**src/rtl/ex_muldiv.sv**
```systemverilog
`default_nettype none
// ============================================================================
// Module   : ex_muldiv
// Purpose  : RV32M multiply/divide unit for the EX stage. Divisions use a
//            32-iteration restoring radix-2 divider. Multiplications use a
//            32-iteration shift-add datapath that shares the divider's
//            registers, or a single-cycle multiplier when
//            MULDIV_FAST_MUL_EN is defined.
//            Divide by zero and signed overflow (0x80000000 / -1) finish one
//            cycle after acceptance in both configurations.
// Ports    : clk        core clock, rising edge
//            rst        synchronous active-high reset
//            start      EX-stage instruction is an M-extension op
//            md_op      0 MUL,1 MULH,2 MULHSU,3 MULHU,4 DIV,5 DIVU,6 REM,7 REMU
//            src1/src2  forwarded rs1 / rs2 operands
//            flush      pipeline flush, aborts the current operation
//            md_stall   stall request to PC, IF/ID and ID/EX registers
//            md_done    one-cycle pulse, md_result valid
//            md_result  product / quotient / remainder word
// Config   : MULDIV_FAST_MUL_EN - single-cycle 33x33 signed multiplier
// Revision : 1.0 - initial release
// ============================================================================
module ex_muldiv (
    input  logic        clk,
    input  logic        rst,
    input  logic        start,
    input  logic [2:0]  md_op,
    input  logic [31:0] src1,
    input  logic [31:0] src2,
    input  logic        flush,
    output logic        md_stall,
    output logic        md_done,
    output logic [31:0] md_result
);

    typedef enum logic [1:0] {
        IDLE = 2'd0,
        CALC = 2'd1,
        DONE = 2'd2
    } state_t;

    localparam logic [31:0] ALL_ONES = 32'hFFFF_FFFF;
    localparam logic [31:0] INT_MIN  = 32'h8000_0000;

    state_t      state_q;
    logic [4:0]  cnt_q;
    logic [31:0] rem_q;      // divider partial remainder / multiplier high word
    logic [31:0] quo_q;      // dividend->quotient / multiplier->low word
    logic [31:0] dvs_q;      // divisor / multiplicand magnitude
    logic [2:0]  op_q;
    logic        qneg_q;     // negate quotient or product
    logic        rneg_q;     // negate remainder
    logic        done_q;
    logic [31:0] result_q;

    // ------------------------------------------------------------------
    // Input decode at acceptance
    // ------------------------------------------------------------------
    logic        in_is_div;
    logic        in_is_rem;
    logic        in_div_signed;
    logic        in_a_signed;
    logic        in_b_signed;
    logic        s1_neg;
    logic        s2_neg;
    logic [31:0] mag1;
    logic [31:0] mag2;
    logic        div_by_zero;
    logic        div_ovf;
    logic [31:0] special_result;
    logic        accept;

    assign in_is_div     = md_op[2];
    assign in_is_rem     = md_op[1];
    assign in_div_signed = md_op[2] & ~md_op[0];
    // MULH and MULHSU treat rs1 as signed; only MULH treats rs2 as signed.
    // MUL's low word is sign-agnostic, so it runs unsigned.
    assign in_a_signed   = in_is_div ? in_div_signed
                                     : ((md_op[1:0] == 2'd1) || (md_op[1:0] == 2'd2));
    assign in_b_signed   = in_is_div ? in_div_signed : (md_op[1:0] == 2'd1);
    assign s1_neg        = in_a_signed & src1[31];
    assign s2_neg        = in_b_signed & src2[31];
    assign mag1          = s1_neg ? (~src1 + 32'd1) : src1;
    assign mag2          = s2_neg ? (~src2 + 32'd1) : src2;
    assign div_by_zero   = in_is_div & (src2 == 32'd0);
    assign div_ovf       = in_div_signed & (src1 == INT_MIN) & (src2 == ALL_ONES);
    assign special_result = div_by_zero ? (in_is_rem ? src1 : ALL_ONES)
                                        : (in_is_rem ? 32'd0 : INT_MIN);

    assign accept   = start & (state_q != CALC) & ~flush;
    assign md_stall = (state_q == CALC) | accept;
    assign md_done  = done_q;
    assign md_result = result_q;

    // ------------------------------------------------------------------
    // Optional single-cycle multiplier
    // ------------------------------------------------------------------
    logic        fast_hit;
    logic [31:0] fast_result;

`ifdef MULDIV_FAST_MUL_EN
    logic signed [65:0] fast_a;
    logic signed [65:0] fast_b;
    logic signed [65:0] fast_prod;
    logic               unused_fast;

    // Operands are the 33-bit signed forms of rs1/rs2, extended to 66 bits.
    assign fast_a      = {{34{in_a_signed & src1[31]}}, src1};
    assign fast_b      = {{34{in_b_signed & src2[31]}}, src2};
    assign fast_prod   = fast_a * fast_b;
    assign fast_hit    = ~in_is_div;
    assign fast_result = (md_op[1:0] == 2'd0) ? fast_prod[31:0] : fast_prod[63:32];
    assign unused_fast = ^fast_prod[65:64];
`else
    assign fast_hit    = 1'b0;
    assign fast_result = 32'd0;
`endif

    // ------------------------------------------------------------------
    // One iteration of the shared divide / multiply datapath
    // ------------------------------------------------------------------
    logic [32:0] div_shift;
    logic [33:0] div_trial;
    logic [32:0] mul_sum;
    logic [31:0] rem_d;
    logic [31:0] quo_d;
    logic        unused_step;

    assign div_shift   = {rem_q, quo_q[31]};
    assign div_trial   = {1'b0, div_shift} - {2'b00, dvs_q};
    assign mul_sum     = {1'b0, rem_q} + (quo_q[0] ? {1'b0, dvs_q} : 33'd0);
    // The trial difference never exceeds 32 bits when non-negative.
    assign unused_step = div_trial[32];

    always_comb begin
        rem_d = rem_q;
        quo_d = quo_q;
        if (op_q[2]) begin
            // Restoring step: keep the subtraction only if it did not borrow.
            if (div_trial[33]) begin
                rem_d = div_shift[31:0];
                quo_d = {quo_q[30:0], 1'b0};
            end else begin
                rem_d = div_trial[31:0];
                quo_d = {quo_q[30:0], 1'b1};
            end
        end else begin
            // Shift-add step: {carry, hi, lo} shifts right by one.
            rem_d = mul_sum[32:1];
            quo_d = {mul_sum[0], quo_q[31:1]};
        end
    end

    // ------------------------------------------------------------------
    // Sign correction and word select for the final iteration
    // ------------------------------------------------------------------
    logic [31:0] quo_fix;
    logic [31:0] rem_fix;
    logic [63:0] prod_mag;
    logic [63:0] prod_fix;
    logic [31:0] calc_result;

    assign quo_fix  = qneg_q ? (~quo_d + 32'd1) : quo_d;
    assign rem_fix  = rneg_q ? (~rem_d + 32'd1) : rem_d;
    assign prod_mag = {rem_d, quo_d};
    assign prod_fix = qneg_q ? (~prod_mag + 64'd1) : prod_mag;

    always_comb begin
        calc_result = 32'd0;
        if (op_q[2]) begin
            calc_result = op_q[1] ? rem_fix : quo_fix;
        end else if (op_q[1:0] == 2'd0) begin
            calc_result = prod_fix[31:0];
        end else begin
            calc_result = prod_fix[63:32];
        end
    end

    // ------------------------------------------------------------------
    // Control FSM with registered outputs
    // ------------------------------------------------------------------
    always_ff @(posedge clk) begin
        if (rst) begin
            state_q  <= IDLE;
            cnt_q    <= 5'd0;
            rem_q    <= 32'd0;
            quo_q    <= 32'd0;
            dvs_q    <= 32'd0;
            op_q     <= 3'd0;
            qneg_q   <= 1'b0;
            rneg_q   <= 1'b0;
            done_q   <= 1'b0;
            result_q <= 32'd0;
        end else begin
            done_q <= 1'b0;
            case (state_q)
                CALC: begin
                    // start is ignored here; flush abandons without a result.
                    if (flush) begin
                        state_q <= IDLE;
                    end else begin
                        rem_q <= rem_d;
                        quo_q <= quo_d;
                        cnt_q <= cnt_q + 5'd1;
                        if (cnt_q == 5'd31) begin
                            state_q  <= DONE;
                            done_q   <= 1'b1;
                            result_q <= calc_result;
                        end
                    end
                end
                default: begin
                    // IDLE and DONE both accept a new operation.
                    if (accept) begin
                        op_q   <= md_op;
                        qneg_q <= s1_neg ^ s2_neg;
                        rneg_q <= s1_neg;
                        if (div_by_zero || div_ovf) begin
                            state_q  <= DONE;
                            done_q   <= 1'b1;
                            result_q <= special_result;
                        end else if (fast_hit) begin
                            state_q  <= DONE;
                            done_q   <= 1'b1;
                            result_q <= fast_result;
                        end else begin
                            state_q <= CALC;
                            cnt_q   <= 5'd0;
                            rem_q   <= 32'd0;
                            quo_q   <= mag1;
                            dvs_q   <= mag2;
                        end
                    end else begin
                        state_q <= IDLE;
                    end
                end
            endcase
        end
    end

endmodule
`default_nettype wire

```
**config.mk**
```make
export PLATFORM = sky130hd
export DESIGN_NAME = ex_muldiv
export DESIGN_NICKNAME = d
export VERILOG_FILES = /design/src/rtl/ex_muldiv.sv
export SDC_FILE = /design/constraint.sdc
export NUM_CORES = 1
export LEC_CHECK = 0
export BUFFER_PORTS_ARGS = -buffer_cell sky130_fd_sc_hd__clkbuf_2
export CAP_MARGIN = 10
export CORE_AREA = 10 10 169 171
export DETAILED_ROUTE_END_ITERATION = 12
export DIE_AREA = 0 0 179 181
export PLACE_DENSITY = 0.83
export SLEW_MARGIN = 20
export SYNTH_ARGS = -nofsm -noshare
export SYNTH_HDL_FRONTEND = slang
export SYNTH_SLANG_ARGS = --single-unit
```
**constraint.sdc**
```tcl
create_clock -name clk -period 7.2 [get_ports clk]
set_input_delay 1.44 -clock clk [delete_from_list [all_inputs] [get_ports clk]]
set_output_delay 1.44 -clock clk [all_outputs]
set_load 0.01 [all_outputs]
```
* Yosys cells after proc, flatten, opt, wreduce, memory -nomap -nowiden
Cells that the tools add are included.
Cells by class: mux-type cells 45, eq/ne operators 11, bitwise logic cells 19, $add $sub $neg 8, reduce and logical (&&, ||, !) cells 10
Operators with widths (count):
- 2-to-1 mux 32 bit | 27
- adder 32 x 1 -> 32 bit, second input constant | 4
- NOT 32 bit | 4
- adder 64 x 1 -> 64 bit, second input constant | 1
- equality test 32 bit, second input constant | 2
- 2-to-1 mux 64 bit | 1
- NOT 64 bit | 1
- subtractor 33 x 32 -> 34 bit | 1
- adder 32 x 32 -> 33 bit | 1
- logical NOT 32 bit | 1
- 2-to-1 mux 5 bit | 4
- 2-to-1 mux 2 bit | 5
- AND 1 bit | 8
- 2-to-1 mux 1 bit | 8
- AND reduction 3 bit | 2
- adder 5 x 1 -> 5 bit, second input constant | 1
- equality test 5 bit, second input constant | 1
- equality test 2 x 1 -> 1 bit, second input constant | 2
- != test 2 x 1 -> 1 bit, second input constant | 2
- != test 2 bit, second input constant | 2
- NOT 1 bit | 4
- AND reduction 4 bit | 1
- nonzero test 2 bit | 2
- != test 3 x 2 -> 1 bit, second input constant | 1
- 6 further kinds | 7
Word-level totals: output and inout port bits 34, word-level logic and storage cells 103, input port bits 71, register bits 141

* Longest topological paths before layout
Gate-level depths: netlist (run 1).
depth after elaboration 11, gate-level depth with buffers 25

* Worst setup path after synthesis (run 1)
No wires, ideal clock.
path kind reg2reg, start register op_q[2], end register result_q[26] (netlist: md_result[26]), buffers on the path 9, stages on the path, launching flop included 22, setup time 0.091 ns, data arrival time 5.236 ns, clock period less this slack 5.327 ns, slack 1.873 ns, path through dfxtp_1 clkbuf_1 buf_1 clkbuf_1 buf_1 buf_2 buf_2 buf_1 buf_1 nand2_1 o21ai_0 ha_1 inv_1 a31oi_1 nand3b_1 or4_1 buf_2 or2_2 o41a_1 xor2_1 nand2_1 a311oi_1
On the way: longest elaborated chain between the ends 9
RTL lines:
- from (decl) | line 50 | logic [2:0] op_q;
- from (signal assigned) | line 215 | op_q <= md_op;
- 2-to-1 mux 32 bit | line 138 | if (op_q[2]) begin
- NOT 64 bit, or another cell as far along | line 166 | assign prod_fix = qneg_q ? (~prod_mag + 64'd1) : prod_mag;
- adder 64 x 1 -> 64 bit, or another cell as far along | line 166
- 2-to-1 mux 64 bit, or another cell as far along | line 166
- 2-to-1 mux 32 bit (on tied branches) | line 172, 171
- 2-to-1 mux 32 bit * | line 170 | if (op_q[2]) begin
- 2-to-1 mux 32 bit * | line 205 | if (cnt_q == 5'd31) begin
- 2-to-1 mux 32 bit * | line 199 | if (flush) begin
- 2-to-1 mux 32 bit * | line 196 | case (state_q)
- to (signal assigned) | line 208 | result_q <= calc_result;
- to (signal assigned) | line 221 | result_q <= special_result;
- to (signal assigned) | line 225 | result_q <= fast_result;
- to (decl) | line 54 | logic [31:0] result_q;
Every way passes the cells marked *; elsewhere a longest branch is shown, timed or not. The select of a mux whose other input is x is not followed. A chain may end at the register's enable or synchronous reset.

* Worst setup path after layout (run 1)
start register rem_q[19], end register result_q[28] (netlist: md_result[28])
On the way: longest elaborated chain between the ends 11
RTL lines:
- from (decl) | line 47 | logic [31:0] rem_q;
- from (signal assigned) | line 202 | rem_q <= rem_d;
- subtractor 33 x 32 -> 34 bit | line 130 | assign div_trial = {1'b0, div_shift} - {2'b00, dvs_q};
- 2-to-1 mux 1 bit or 2-to-1 mux 32 bit (tied branches) | line 140 | if (div_trial[33]) begin
- 2-to-1 mux 32 bit | line 138
- NOT 64 bit, or another cell as far along | line 166
- adder 64 x 1 -> 64 bit, or another cell as far along | line 166
- 2-to-1 mux 64 bit, or another cell as far along | line 166
- 2-to-1 mux 32 bit (on tied branches) | line 172, 171
- 2-to-1 mux 32 bit * | line 170
- 2-to-1 mux 32 bit * | line 205
- 2-to-1 mux 32 bit * | line 199
- 2-to-1 mux 32 bit * | line 196
Marked as above.

==> results.md, run 1 <==
| Step | Quantity | This run |
|---|---|---|
| sta | Setup total negative slack | 0 ns |
| placed design | Number of placed instances with taps included | 2537 |
| sta | Clock period minus final worst setup slack | 5.99 ns |
| route | Number of nets still failing antenna checks after routing | 0 |
| sta | Max Fclk | 0.167 GHz |
| sta | Period utilization | 83.1% |
| clocking | Max Root-Sink Buffers | 2 |
| finish | Layout net count | 2371 |
| sta | Slew at the pin with the worst max-slew slack | 1.02 ns |
| yosys | Part of the Yosys area used for sequential elements | 18.1% |
| critical path | Origin of the critical flop-to-flop path | rem_q[19] |
| critical path | R2R cell count | 19 |
| yosys | Average size of a mapped cell | 7.01 um2 |
| die | Initial Util | 62.2% |
| sta | Unrepaired setup endpoints after global routing | no |
| placed design | Half-perimeter wire length after placement | 50.0 mm |
| grt | GRT Resource Usage Total | 38.8% |
| clocking | Resized Gates After CTS | 0 |
| hold path | Hold Path Class | flop to flop |
| yosys | Number of warnings issued by yosys | 0 |
| clocking | Sink Count | 141 |
| die | Core region area | 25000 um2 |
| pwr | VDD IR-drop max | 0.157 mV |
| sta | Setup violation total in the final timing report | 0 |
| finish | Final design instance area without fill | 16800 um2 |
| clocking | Number of setup buffers added after CTS | 0 |
| hold path | Worst-case hold path end point | dvs_q[31] |
| yosys | Fraction of registers with async set or reset after synthesis | 0% |
| route | Average wire per cell in the routed design | 25.5 um |
| hold path | Worst Min Path Start | dvs_q[31] |
| finish | Fraction of layout cells with a size suffix above 1 | 11.0% |
| clocking | Clock tree root buffer cell | sky130_fd_sc_hd__clkbuf_16 |
| yosys | Post-synth net total | 2367 |
| sta | Maximum clock skew at final layout | 0.0124 ns |
| grt | Initial antenna violation count | 1 |
| yosys | Number of flops mapped to enable cells by yosys | 0 |
| critical path | Critical Path Sink Type | flop |
| yosys | Syn Std Cell Area | 15600 um2 |
| finish | Fill cells | 2211 |
| critical path | Reg2Reg Capture Point | md_result[28] |
| pwr | Static power due to leakage | 6.46 nW |
| clocking | CTS tree | yes |
| grt | Global-route congestion overflow total | 0 |
| route | Via/cell ratio | 7.20 |
| clocking | Clock transition at the register clock pins on the worst setup and hold paths after CTS | 0.07 ns |
| die | Die ar. | 32400 um2 |
| route | Total number of vias | 18500 |
| route | Initial DRT Pass Iterations | 7 |
| grt | First-pass GRT wire length | 98.9 mm |
| critical path | R2r setup slk | 1.21 ns |
| grt | Maximum number of pins on one net before global-route repair | 90 |
| route | Routed Wire Length | 65.4 mm |
| placed design | Placed inst area | 16200 um2 |
| pwr | Cell area power density | 160 nW/um2 |
| pwr | Overall power consumption | 0.00269 W |
| yosys | Most used flip-flop cell after synthesis | sky130_fd_sc_hd__dfxtp_1 |
| clocking | Hold-fix buffers, CTS | 0 |
| finish | Filler-free cell count of the finished design | 2569 |
| finish | Post-Route Utilization | 66.9% |
| yosys | Number of different library cells in the post-synthesis netlist | 97 |
| yosys | Cell count after synthesis | 2222 |
| sta | Final count of hold timing violations | 0 |
| placed design | Final estimated routing congestion in global placement | 1.08 |
| die | Die boundary width | 179 um |
| run status | Run status | finished, final reports clean |
| critical path | Req. time, crit path | 7.53 ns |
| clocking | H-Tree Level Count | 4 |
| critical path | CP arrival | 6.31 ns |
| critical path | Worst-path maximum fanout | 13 |
| critical path | Ordered list of cells on the worst path | ha_1 > a21oi_2 > o21ai_2 > a2111oi_4 > o21a_1 > a31o_2 > ha_1 > inv_1 > a211o_1 > nand4b_1 > or3_1 > nor2_1 > inv_1 > nor4_1 > nand2_1 > o41ai_1 > xor2_1 > mux2i_1 > a211o_1 |
| sta | Relative slew slack | 31.8% |
| clocking | TritonCTS Buffers | 17 |
| hold path | Worst hold stages | 2 |
| die | Number of cell rows | 58 |
| finish | Antenna Cells | 0 |
| critical path | Kind of critical path | flop to flop |
| clocking | Insertion delay to the later sink of the worst-skew pair | 0.44 ns |
| flow run | # Max-Cap Violations | 0 |
| grt | Number of global-route vias before repair | 16800 |
| critical path | Crit path launch type | flop |
| die | I/O pins | 105 |
| route | DRC | 0 |
| route | Count of routing violations after the opening detailed-route iteration | 2957 |
| finish | Layout Area Growth over Synthesis | 7.58% |
| yosys | Yosys reg bits | 141 |
| placed design | # port buffers | 104 |
| die | Vertical extent of the die | 181 um |
| sta | Slew Limit Fails | 0 |
| critical path | Highest cell delay on the worst timing path | 0.57 ns |
| critical path | Highest-delay cell along the critical path | sky130_fd_sc_hd__o21a_1 |
==> cells by family (layout without fill, tap and decap cells) <==
group | Yosys count | after routing | synth area share (%)
simple gates | 817 | 817 | 24.9
xor+xnor | 178 | 178 | 10.0
fa+ha+maj | 74 | 74 | 6.04
buf+inv | 219 | 236 | 5.57
compound gates | 742 | 742 | 31.9
mux | 51 | 51 | 3.45
flops | 141 | 141 | 18.1
==> worst max-delay path by stage <==
| stage | from | end | slack (ns) |
|---|---|---|---|
| finish | rem_q[19] | md_result[28] | 1.21 |
| global route | rem_q[19] | md_result[28] | 0.83 |
| CTS | dvs_q[16] | md_result[28] | 1.24 |
| detailed placement | rem_q[15] | md_result[28] | 1.29 |
| global placement | src1[17] | md_result[27] | 1.57 |
| floorplan | op_q[2] | md_result[26] | 1.87 |
==> area by class of cell <==
type / instances / area (um2) / share of cell area (%)
Clock buffer: 19 / 454 / 2.71
Clock inverter: 13 / 129 / 0.769
Inverter: 72 / 270 / 1.61
Multi-Input combinational cell: 1862 / 11900 / 71.1
Sequential cell: 141 / 2830 / 16.9
Tap cell: 330 / 413 / 2.46
Timing Repair Buffer: 132 / 746 / 4.45
==> cell usage after synthesis, types with 12 or more instances <==
cell,instances,area [um2]
sky130_fd_sc_hd__nand3_1,50,250
sky130_fd_sc_hd__or2_2,18,113
sky130_fd_sc_hd__o22ai_1,12,75.1
sky130_fd_sc_hd__a211oi_1,66,495
sky130_fd_sc_hd__mux2_2,18,203
sky130_fd_sc_hd__buf_2,18,90.1
sky130_fd_sc_hd__dfxtp_1,141,2820
sky130_fd_sc_hd__o211ai_1,50,375
sky130_fd_sc_hd__ha_1,72,901
sky130_fd_sc_hd__inv_1,70,263
sky130_fd_sc_hd__o21ai_0,133,666
sky130_fd_sc_hd__a31oi_1,48,300
sky130_fd_sc_hd__o21bai_1,12,90.1
sky130_fd_sc_hd__nand2b_1,23,144
sky130_fd_sc_hd__a21oi_1,182,911
sky130_fd_sc_hd__nor3_1,61,305
sky130_fd_sc_hd__a21o_1,24,180
sky130_fd_sc_hd__nor4_1,19,119
sky130_fd_sc_hd__mux2i_1,32,320
sky130_fd_sc_hd__nor2_1,232,871
sky130_fd_sc_hd__clkbuf_1,106,398
sky130_fd_sc_hd__xor2_1,77,674
sky130_fd_sc_hd__nand2_1,246,923
sky130_fd_sc_hd__buf_1,20,75.1
sky130_fd_sc_hd__xnor2_1,101,885
sky130_fd_sc_hd__or3_1,35,219
sky130_fd_sc_hd__nand4_1,23,144
sky130_fd_sc_hd__o21ai_1,13,65.1
sky130_fd_sc_hd__o21a_1,16,120
sky130_fd_sc_hd__o31ai_1,35,263
sky130_fd_sc_hd__and2_1,47,294
sky130_fd_sc_hd__o221ai_1,14,123
==> per-stage QoR <==
stage	worst slack (ns)	hold WS, ns
floorplan	1.87	0.440
global placement	1.57	0.457
detailed placement	1.29	0.466
CTS	1.24	0.475
global route	0.834	0.498
finish	1.21	0.475
==> cells in the final DEF, fill, tap and decap left out, types with 10 or more instances in the layout <==
cell,count
sky130_fd_sc_hd__or3_1,35
sky130_fd_sc_hd__o211ai_1,50
sky130_fd_sc_hd__dfxtp_1,139
sky130_fd_sc_hd__nor2_1,231
sky130_fd_sc_hd__nand2b_1,21
sky130_fd_sc_hd__a21o_1,24
sky130_fd_sc_hd__or2_2,18
sky130_fd_sc_hd__a211oi_1,66
sky130_fd_sc_hd__o31ai_1,35
sky130_fd_sc_hd__o41ai_1,10
sky130_fd_sc_hd__nor4_1,19
sky130_fd_sc_hd__buf_4,28
sky130_fd_sc_hd__o21ai_1,13
sky130_fd_sc_hd__nand3_1,50
sky130_fd_sc_hd__xor2_1,77
sky130_fd_sc_hd__a21oi_1,181
sky130_fd_sc_hd__o22ai_1,12
sky130_fd_sc_hd__o21a_1,16
sky130_fd_sc_hd__nand2_1,246
sky130_fd_sc_hd__a22oi_1,10
sky130_fd_sc_hd__inv_1,70
sky130_fd_sc_hd__xnor2_1,101
sky130_fd_sc_hd__o21ai_0,133
sky130_fd_sc_hd__o21bai_1,12
sky130_fd_sc_hd__a221oi_1,11
sky130_fd_sc_hd__and2_1,47
sky130_fd_sc_hd__clkbuf_2,103
sky130_fd_sc_hd__nand4_1,23
sky130_fd_sc_hd__mux2i_1,32
sky130_fd_sc_hd__a31oi_1,48
sky130_fd_sc_hd__clkbuf_16,18
sky130_fd_sc_hd__o221ai_1,14
sky130_fd_sc_hd__ha_1,72
sky130_fd_sc_hd__nor3_1,60
sky130_fd_sc_hd__mux2_2,18
==> critical path: cells and delay by family (launching register included) <==
family | cells | cell delay [ns]
muxes | 1 | 0.10
buffers and inverters | 2 | 0.19
and+or+nand+nor | 5 | 1.62
xor gates and xnor gates | 1 | 0.21
DFF | 1 | 0.44
AOI/OAI and AO/OA | 8 | 2.72
adders and majority gates | 2 | 0.57
==> where the power goes <==
group	internal, W	switching, W	total, W
Combinational	0.000297	0.000616	0.000913
Clock	0.000505	0.000422	0.000927
Sequential	0.000810	0.0000374	0.000847
==> metal layers <==
metal,wire (um),vias up,track usage [%]
met5,0,-,0
met4,2590,0,13.1
met3,11000,255,15.6
met2,26300,1529,54.2
met1,25500,8556,52.3
li1,-,8155,-
==> flip-flops by register name, indices dropped and copies added, names as in the netlist <==
name       cells
quo_q         32
state_q        2
cnt_q          5
qneg_q         1
md_done        1
rem_q         32
rneg_q         1
md_result     32
dvs_q         32
op_q           3
(Power assumes the default switching activity.)
==> run 2, diff against run 1 <==
==> constraint.sdc (replaced) <==
create_clock -name clk -period 5.7 [get_ports clk]
set_input_delay 1.14 -clock clk [delete_from_list [all_inputs] [get_ports clk]]
set_output_delay 1.14 -clock clk [all_outputs]
set_load 0.01 [all_outputs]
==> results.md, run 2 (synthesis results as in run 1) <==
| Step | Quantity | This run |
|---|---|---|
| pwr | Logic gate share of total power | 34.6% |
| critical path | Top cell family by delay on the critical path | compound AO/OA/AOI/OAI gates |
| grt | Initial antenna violation count | 0 |
| clocking | CTS tree | yes |
| pwr | Switching component of the power | 0.00140 W |
| pwr | Overall power consumption | 0.00343 W |
| critical path | Highest-delay cell along the critical path | sky130_fd_sc_hd__dfxtp_1 |
| critical path | Buffer and inverter count on the worst path | 3 |
| sta | Maximum clock skew at final layout | 0.0152 ns |
| route | Total number of vias | 18900 |
| flow run | # Max-Cap Violations | 0 |
| grt | Number of global-route vias before repair | 17200 |
| sta | Setup violation total in the final timing report | 0 |
| run status | Run status | finished, final reports clean |
| grt | Global-route congestion overflow total | 0 |
| die | I/O pins | 105 |
| placed design | Final estimated routing congestion in global placement | 1.08 |
| pwr | VDD IR-drop max | 0.198 mV |
| grt | GRT Resource Usage Total | 39.5% |
| pwr | Switching fraction of total power | 40.8% |
| clocking | Insertion delay to the later sink of the worst-skew pair | 0.45 ns |
| die | Core region area | 25000 um2 |
| clocking | Clock transition at the register clock pins on the worst setup and hold paths after CTS | 0.08 ns |
| placed design | Placed inst area | 16300 um2 |
| critical path | Highest cell delay on the worst timing path | 0.46 ns |
| pwr | Static power due to leakage | 6.57 nW |
| route | Routed Wire Length | 67.0 mm |
| route | Via/cell ratio | 7.28 |
| route | Average wire per cell in the routed design | 25.8 um |
| clocking | Max Root-Sink Buffers | 2 |
| critical path | Kind of critical path | flop to flop |
| finish | Fill cells | 2214 |
| critical path | Crit path launch type | flop |
| sta | Final count of hold timing violations | 0 |
| finish | Leading cell type in the layout, fill and taps excluded | sky130_fd_sc_hd__nand2_1 |
| sta | Slew Limit Fails | 0 |
| critical path | Req. time, crit path | 6.06 ns |
| critical path | Worst-path maximum fanout | 9 |
| hold path | Hold Path Class | flop to flop |
| pwr | Flop pwr share | 31.3% |
| finish | Most frequent cells in the layout | sky130_fd_sc_hd__nand2_1 (246), sky130_fd_sc_hd__nor2_1 (230), sky130_fd_sc_hd__a21oi_1 (180), sky130_fd_sc_hd__dfxtp_1 (139), sky130_fd_sc_hd__o21ai_0 (133) |
| die | Die ar. | 32400 um2 |
| sta | Relative slew slack | 32.7% |
| finish | Fraction of layout cells with a size suffix above 1 | 12.1% |
| critical path | Critical Path Sink Type | flop |
| finish | Antenna Cells | 0 |
| grt | First-pass GRT wire length | 101 mm |
| die | Vertical extent of the die | 181 um |
| sta | Slew at the pin with the worst max-slew slack | 1.00 ns |
| clocking | Clock tree root buffer cell | sky130_fd_sc_hd__clkbuf_16 |
| finish | Filler-free cell count of the finished design | 2592 |
| clocking | Sink Count | 141 |
| pwr | Relative contribution of the clock network to total power | 34.1% |
| die | Die boundary width | 179 um |
| die | Number of cell rows | 58 |
| finish | Layout net count | 2394 |
| sta | Max Fclk | 0.183 GHz |
| pwr | Cell area power density | 202 nW/um2 |
| finish | Final design instance area without fill | 16900 um2 |
| critical path | Ordered list of cells on the worst path | ha_1 > a21oi_2 > o21ai_2 > a2111oi_4 > o21a_1 > a31o_2 > ha_1 > inv_1 > a211o_1 > nand4b_1 > or3_1 > nor2_2 > inv_1 > nor4_1 > buf_4 > nand2_1 > o21ai_1 > xor2_1 > o221ai_1 > a311oi_1 |
| route | Number of nets still failing antenna checks after routing | 0 |
| pwr | Internal power of the cells | 0.00203 W |
| placed design | Number of placed instances with taps included | 2560 |
| route | Count of routing violations after the opening detailed-route iteration | 3598 |
| route | Initial DRT Pass Iterations | 9 |
| clocking | Number of setup buffers added after CTS | 0 |
| sta | Clock period minus final worst setup slack | 5.47 ns |
| sta | Setup total negative slack | 0 ns |
| placed design | Half-perimeter wire length after placement | 50.9 mm |
| critical path | CP arrival | 5.83 ns |
| sta | Period utilization | 95.9% |
| clocking | H-Tree Level Count | 4 |
| clocking | TritonCTS Buffers | 17 |
| finish | Layout Area Growth over Synthesis | 8.81% |
| grt | Maximum number of pins on one net before global-route repair | 85 |
| placed design | # port buffers | 104 |
| route | DRC | 0 |
| die | Initial Util | 62.2% |
| sta | Unrepaired setup endpoints after global routing | no |
run 2: timing repair:
action / 4_1_cts / 5_1_grt
resized for setup: 0 / 2
setup endpoints to repair: 0 / 2
hold buffers: 0 / 0
run 2: layout make-up:
cell class | count | area, um2 | area share [%]
clock buffer | 19 | 464 | 2.74
clock inverter | 13 | 119 | 0.702
inverter | 72 | 270 | 1.60
multi-input combinational | 1862 | 11900 | 70.3
sequential | 141 | 2830 | 16.7
tap | 330 | 413 | 2.44
timing repair buffer | 155 | 931 | 5.49
run 2: worst paths after layout:
kind | cells past startpoint | slack, ns | from | end
setup reg to reg | 20 | 0.23 | rem_q[19] | md_result[20]
setup / recovery | 20 | 0.23 | rem_q[19] | md_result[20]
hold reg to reg | 2 | 0.48 | dvs_q[31] | dvs_q[31]
hold / removal | 2 | 0.48 | dvs_q[31] | dvs_q[31]
run 2: through the flow:
step	util, %	worst slack [ns]	hold slack, ns
global route	67.7	0.0634	0.496
floorplan	-	0.373	0.440
global placement	65.3	0.573	0.451
finish	67.7	0.231	0.479
detailed placement	65.3	0.465	0.465
CTS	67.6	0.370	0.473
run 2: worst min-delay path, cell delays in order (launching register included):
cell and delay (ns):
sky130_fd_sc_hd__dfxtp_1 0.33, sky130_fd_sc_hd__nand2_1 0.06, sky130_fd_sc_hd__a21oi_1 0.05
run 2: power by group through the flow:
stage                     Combinational (W)  Sequential [W]  Clock, W
after CTS                           0.00112         0.00107   0.00115
after detailed placement            0.00111         0.00109         0
after global placement              0.00110         0.00109         0
final                               0.00119         0.00107   0.00117
after global routing                0.00125         0.00108   0.00119
after floorplan                    0.000772         0.00107         0
run 2: metal layers:
metal  vias up  track usage (%)  routed length, um
met5         -                0                  0
met4         0             15.8               3440
met3       307             13.3              10800
met2      1667             55.4              26800
met1      8706             54.0              25900
li1       8197                -                  -
